**config.mk**
```make
export PLATFORM = sky130hd
export DESIGN_NAME = mem_arbiter
export DESIGN_NICKNAME = d
export VERILOG_FILES = /design/src/rtl/mem_arbiter.sv
export SDC_FILE = /design/constraint.sdc
export NUM_CORES = 1
export LEC_CHECK = 0
export ABC_AREA = 1
export BUFFER_PORTS_ARGS = -buffer_cell sky130_fd_sc_hd__buf_4
export CAP_MARGIN = 25
export CORE_AREA = 2 2 231 233
export CTS_CLUSTER_DIAMETER = 40
export DETAILED_ROUTE_END_ITERATION = 10
export DIE_AREA = 0 0 233 235
export GPL_ROUTABILITY_DRIVEN = 0
export PLACE_DENSITY = 0.49
export SLEW_MARGIN = 15
export SYNTH_ARGS = -nofsm -noshare
export SYNTH_HDL_FRONTEND = slang
export SYNTH_SLANG_ARGS = --single-unit
```
**constraint.sdc**
```tcl
create_clock -name clk -period 2 [get_ports clk]
set_input_delay 0.1 -clock clk [delete_from_list [all_inputs] [get_ports clk]]
set_output_delay 0.1 -clock clk [all_outputs]
set_load 0.005 [all_outputs]
```
**src/rtl/mem_arbiter.sv**
```systemverilog
// Purpose : two-master arbiter sharing one unified memory port (IDLE -> ACCESS -> RESP).
// Latency : request sampled in IDLE -> one-cycle ack MEM_LAT+1 cycles later; one access per MEM_LAT+2 cycles.
// Backpr. : masters hold req until ack; requests are only sampled in IDLE, the loser keeps req high and waits.
//
// Ports:
//   clk, rst                     clock, asynchronous active-low reset
//   m{0,1}_req/we/addr/wdata     master request fields (held until ack)
//   m{0,1}_gnt                   master owns memory (ACCESS and RESP)
//   m{0,1}_ack                   one-cycle completion pulse
//   m{0,1}_rdata                 registered read data, held until that master's next read
//   mem_addr/mem_wdata/mem_read/mem_write/mem_rdata   memory side
//
// Optional feature: define ARB_ROUND_ROBIN_EN for alternating tie-break
// (master other than the last winner wins); default is fixed priority, m0 wins ties.
module mem_arbiter #(
  parameter int ADDR_W  = 64,
  parameter int DATA_W  = 64,
  parameter int MEM_LAT = 1
) (
  input  logic              clk,
  input  logic              rst,
  input  logic              m0_req,
  input  logic              m0_we,
  input  logic [ADDR_W-1:0] m0_addr,
  input  logic [DATA_W-1:0] m0_wdata,
  output logic              m0_gnt,
  output logic              m0_ack,
  output logic [DATA_W-1:0] m0_rdata,
  input  logic              m1_req,
  input  logic              m1_we,
  input  logic [ADDR_W-1:0] m1_addr,
  input  logic [DATA_W-1:0] m1_wdata,
  output logic              m1_gnt,
  output logic              m1_ack,
  output logic [DATA_W-1:0] m1_rdata,
  output logic [ADDR_W-1:0] mem_addr,
  output logic [DATA_W-1:0] mem_wdata,
  output logic              mem_read,
  output logic              mem_write,
  input  logic [DATA_W-1:0] mem_rdata
);

  localparam int              CNT_W    = $clog2(MEM_LAT) + 1;
  localparam logic [CNT_W-1:0] CNT_LOAD = CNT_W'(MEM_LAT - 1);

`ifdef ARB_ROUND_ROBIN_EN
  localparam bit RR_EN = 1'b1;
`else
  localparam bit RR_EN = 1'b0;
`endif

  typedef enum logic [1:0] {
    IDLE   = 2'd0,
    ACCESS = 2'd1,
    RESP   = 2'd2
  } state_t;

  state_t             state, state_nxt;
  logic               win;        // current owner: 0 = m0, 1 = m1
  logic               last;       // owner of the most recently completed access
  logic               pick;       // arbitration result in IDLE: 0 = m0, 1 = m1
  logic               acc_we;
  logic [ADDR_W-1:0]  acc_addr;
  logic [DATA_W-1:0]  acc_wdata;
  logic [CNT_W-1:0]   cnt;

  // Tie-break: round robin favours the master that did not win last time
  // (last resets to 1 so m0 wins the first tie); fixed priority favours m0.
  always_comb begin
    pick = 1'b0;
    if (m0_req && m1_req) begin
      pick = RR_EN ? ~last : 1'b0;
    end else begin
      pick = ~m0_req;
    end
  end

  always_ff @(posedge clk or negedge rst) begin
    if (!rst) begin
      state <= IDLE;
    end else begin
      state <= state_nxt;
    end
  end

  // Strobes, grants and acks decode straight from state so an asynchronous
  // reset drops them immediately without waiting for a clock edge.
  always_comb begin
    state_nxt = state;
    m0_gnt    = 1'b0;
    m1_gnt    = 1'b0;
    m0_ack    = 1'b0;
    m1_ack    = 1'b0;
    mem_read  = 1'b0;
    mem_write = 1'b0;
    case (state)
      IDLE: begin
        if (m0_req || m1_req) begin
          state_nxt = ACCESS;
        end
      end
      ACCESS: begin
        m0_gnt    = ~win;
        m1_gnt    = win;
        mem_read  = ~acc_we;
        mem_write = acc_we;
        if (cnt == '0) begin
          state_nxt = RESP;
        end
      end
      RESP: begin
        m0_gnt    = ~win;
        m1_gnt    = win;
        m0_ack    = ~win;
        m1_ack    = win;
        state_nxt = IDLE;
      end
      default: begin
        state_nxt = IDLE;
      end
    endcase
  end

  // Request fields are latched at grant time so later master-side changes
  // cannot disturb the memory during ACCESS.
  always_ff @(posedge clk or negedge rst) begin
    if (!rst) begin
      win       <= 1'b0;
      last      <= 1'b1;
      acc_we    <= 1'b0;
      acc_addr  <= '0;
      acc_wdata <= '0;
      cnt       <= '0;
      m0_rdata  <= '0;
      m1_rdata  <= '0;
    end else begin
      case (state)
        IDLE: begin
          if (m0_req || m1_req) begin
            win       <= pick;
            acc_we    <= pick ? m1_we    : m0_we;
            acc_addr  <= pick ? m1_addr  : m0_addr;
            acc_wdata <= pick ? m1_wdata : m0_wdata;
            cnt       <= CNT_LOAD;
          end
        end
        ACCESS: begin
          if (cnt == '0) begin
            if (!acc_we) begin
              if (win) begin
                m1_rdata <= mem_rdata;
              end else begin
                m0_rdata <= mem_rdata;
              end
            end
          end else begin
            cnt <= cnt - 1'b1;
          end
        end
        RESP: begin
          last <= win;
        end
        default: begin
        end
      endcase
    end
  end

  assign mem_addr  = acc_addr;
  assign mem_wdata = acc_wdata;

endmodule

```
=== Yosys cells after proc, flatten, opt, wreduce, memory -nomap -nowiden ===
Index checks and enable logic that the tools add are counted.
Widths: inputs -> output; s select.

* Mux-type cells: 16
* Bitwise logic cells: 4
* Add/subtract/negate cells: 1
* Equality and inequality tests: 4
* Reductions and logical operators: 10

{| class="wikitable"
|+ Operators by type and width
! cell !! count
|-
| $mux 64 || 2
|-
| $mux 1 || 10
|-
| $reduce_and 4->1 || 2
|-
| $reduce_and 2->1 || 3
|-
| $mux 2 || 2
|-
| $ne 2x2->1 const B || 2
|-
| $not 1->1 || 4
|-
| $pmux 2 s2 || 1
|-
| $eq 2x1->1 const B || 1
|-
| $eq 2x2->1 const B || 1
|-
| $logic_not 2->1 || 1
|-
| $pmux 1 s2 || 1
|-
| $reduce_bool 2->1 || 1
|-
| $reduce_or 2->1 || 1
|-
| $logic_and 1x1->1 || 1
|-
| $logic_or 1x1->1 || 1
|-
| $sub 1x1->1 const B || 1
|}

* Logic and storage cells: 43
* Register bits after elaboration: 261
* Output and inout port bits: 262

=== Longest topological paths before layout ===
* Depth after elaboration: 3
* Depth in mapped cells: 8

=== Worst setup path before layout ===
OpenSTA, ideal clock, no wires.

* Path kind: flip-flop to flip-flop
* Start: register state[1]
* End: register m1_rdata[16]
* Arrival: 1340 ps
* Stages on the path, launching flop included: 9
* Data required time: 1934 ps
* Path slack: 594 ps
* Clock period less this slack: 1406 ps
* Cell sequence: dfrtp_1 > inv_1 > ha_1 > inv_1 > nor2_1 > buf_2 > buf_2 > nand3_1 > nand2_1

* Longest elaborated chain between the ends: 2

{| class="wikitable"
|+ Ends and longest elaborated chain
! element !! line !! text
|-
| start: declaration || 58 || <nowiki>state_t state, state_nxt;</nowiki>
|-
| start signal: assignment || 82 || <nowiki>state <= state_nxt;</nowiki>
|-
| $eq 2x1->1 || 137 || <nowiki>case (state)</nowiki>
|-
| $reduce_and 4->1 (no source line) || n/a ||
|-
| end signal: assignment || 151 || <nowiki>m1_rdata <= mem_rdata;</nowiki>
|-
| end: declaration || 35 || <nowiki>output logic [DATA_W-1:0] m1_rdata,</nowiki>
|}

No other way between the ends.
A chain may end at the register's enable or synchronous reset.

=== Final worst setup path ===
* Start: register state[1]
* End: register m1_rdata[57]

The elaborated chain is that of the path after synthesis.

==> impl_metrics.yaml <==
logic_synthesis:
  ys_seq_area_share_pct: 55.71
  synth_area_sq_mm: 0.01168
  synth_cell_types: 15
  ys_warn_count: 0
  ys_ff_latch: 260
  synth_cells: 1551
  syn_nets: 1881
  syn_area_per_cell_sq_um: 7.530
clocking:
  cts_max_path_buffers: 3
  clock_latency_ns: 0.56
  htreeDepth: 2
  cts_tree: "built"
  cts-root-buf: "clkbuf_16"
  numCtsBuffers: 46
  clk_pin_slew_ns: 0.05
  cts_sinks: 260
worst_setup_path:
  cp_max_fo: 23
  worstRegToRegCells: 9
  path_cells: "inv_1, ha_2, inv_1, nor2_4, buf_12, buf_4, clkbuf_16, nand3_1, nand2_1"
  cp-end-kind: "flip-flop"
  cp_slowest_stage_delay_ns: 0.40
  rr_startpoint: "state[1]"
  r2r_setup_slack_ns: 0.13
  startpoint_type: "flip-flop"
  crit_arrival_ns: 2.36
  critPathTopFamily: "buffers and inverters"
  crit_path_frequent_cell: "inv_1"
  r2r_end: "m1_rdata[57]"
  slowest_stage: "dfrtp_1"
  required_ns: 2.49
  path_class: "reg2reg"
  crit_buf_inv: 5
min_path:
  holdCritPathClass: "in2async"
routing:
  num_vias: 13410
  avgViaCountPerCell: 4.221
  initialDrtViolationCount: 547
  drc: 0
  ant_nets: 0
  avgRoutedWirePerCell_um: 15.61
  drt_pass1_iterations: 4
  routed_wl_mm: 49.57
layout:
  area_growth_pct: 86.86
  fin_cells: 3176
  diodes: 0
  ff_latch_area_sq_mm: 0.006507
  fillers: 5244
  layout_common_cells: "nand2_1, buf_4, dlygate4sd3_1, dfrtp_1, nand3_1"
  multi_input_area_sq_mm: 0.004677
  fin_util_pct: 41.78
  final_layout_size_suffix_gt1_share_pct: 28.58
  final_common_cell: "nand2_1"
  design_area_sq_mm: 0.02182
  fin_nets: 2780
power_and_ir_drop:
  ir_drop_mv: 0.6223
  power_density_mw_per_mm2: 1354
  leakage_nw: 11.95
global_routing:
  track_usage_pct: 17.63
  grt_pass1_vias: 13890
  grt_overflow: 0
  grt_first_pass_wirelength_mm: 76.49
  grt_max_degree: 116
  antenna_found_initial: 1
flow_run:
  cap_violations: 0
floorplanning:
  start_util_pct: 22.36
  die_h_um: 235
  rows: 84
  core-area_sq_mm: 0.05224
  die_x_um: 233
  ios: 588
  die_area_sq_mm: 0.05476
placed_design:
  placed_cell_area_sq_mm: 0.01692
  dpl.cell_count: 2761
  hpwl_mm: 33.48
  port_buffers: 587
timing:
  tns_ns: 0
  rsz0062_at_grt: "false"
  clock_skew_ns: 0.01161
  layout_min_cycle_time_ns: 1.875
  tightest_slew_ns: 0.8116
  hold_ws_ns: 0.04533
  setup_viol: 0
  slew_viol_final: 0
  finalCritPeriodShare_pct: 93.74
  slew_headroom_pct: 45.89
  timing.fmax_mhz: 533.4
  timing_hold_violations_final: 0
status:
  status: "complete, no violations"
[per-layer routing]
metal | global-route usage, % | vias up | part of all wire (%) | wire length (um)
li1 | - | 6547 | - | -
met1 | 20.03 | 6270 | 40 | 19610
met2 | 30.76 | 490 | 49 | 24180
met3 | 5.121 | 96 | 7.8 | 3867
met4 | 7.122 | 2 | 3.8 | 1894
met5 | 0 | - | 0.026 | 13
[repair_timing]
| item | 4_1_cts | 5_1_grt |
|---|---|---|
| endpoints found under the setup margin | 5 | 16 |
| hold endpoints to repair | 520 | 0 |
| gates cloned | 1 | 1 |
| setup buffers | 2 | 0 |
| gates resized for setup | 2 | 0 |
| pin swaps | 0 | 0 |
| hold buffers | 325 | 0 |
[kinds of logic after synthesis]
| group | after synthesis | share of synthesized area [%] |
|---|---|---|
| flops | 260 | 55.71 |
| fa+ha+maj | 4 | 0.4286 |
| buf+inv | 110 | 4.478 |
| compound gates | 2 | 0.1178 |
| simple gates | 1175 | 39.27 |
[cell type report]
type / count / area share, %
inverter: 12 / 0.2179
sequential: 260 / 29.82
tap: 688 / 3.945
multi-input combinational: 1181 / 21.43
clock inverter: 24 / 1.347
timing repair buffer: 949 / 37.36
clock buffer: 62 / 5.877
[worst max-delay path by stage]
stage	start	to	slack, ns	cells after the start
2_1_floorplan	state[1]	m1_rdata[16]	0.59	8
3_3_place_gp	state[0]	mem_wdata[42]	0.25	8
3_5_place_dp	state[0]	mem_addr[0]	0.19	8
4_1_cts	win	m1_ack	0.08	4
5_1_grt	win	m1_ack	0.004	4
6_report	state[1]	m1_rdata[57]	0.13	9
[power by group]
part	switching (mW)	total, mW	internal (mW)
Sequential	1.48	9.30	7.82
Clock	2.79	7.96	5.17
Combinational	6.26	12.3	6.03
Total	10.5	29.5	19.0
[registers in the layout, indices dropped and copies added, names as in the netlist]
| signal | count |
|---|---|
| acc_we | 1 |
| m1_rdata | 64 |
| win | 1 |
| m0_rdata | 64 |
| state | 2 |
| mem_addr | 64 |
| mem_wdata | 64 |
[cells in the mapped netlist (all sizes together)]
cell type / n / share of area (%)
buf: 75 / 3.4
nand2: 1038 / 33
clkbuf: 23 / 0.74
dfrtp: 260 / 56
inv: 12 / 0.39
a21oi: 1 / 0.043
ha: 4 / 0.43
nor2: 5 / 0.20
o21ai: 1 / 0.075
nand3: 132 / 5.7
[metrics by stage]
stage	worst slack, ns	total power [mW]
3_5_place_dp	0.1890	21.02
3_3_place_gp	0.2488	20.92
2_1_floorplan	0.5942	13.92
5_1_grt	0.004115	31.70
4_1_cts	0.07897	29.98
6_report	0.1252	29.55
[worst register-to-register path, cell delays in order (launching register included)]
cell       delay, ns
dfrtp_1         0.40
inv_1           0.11
ha_2            0.23
inv_1           0.08
nor2_4          0.16
buf_12          0.13
buf_4           0.26
clkbuf_16       0.27
nand3_1         0.08
nand2_1         0.09
(Power assumes the default switching activity.)
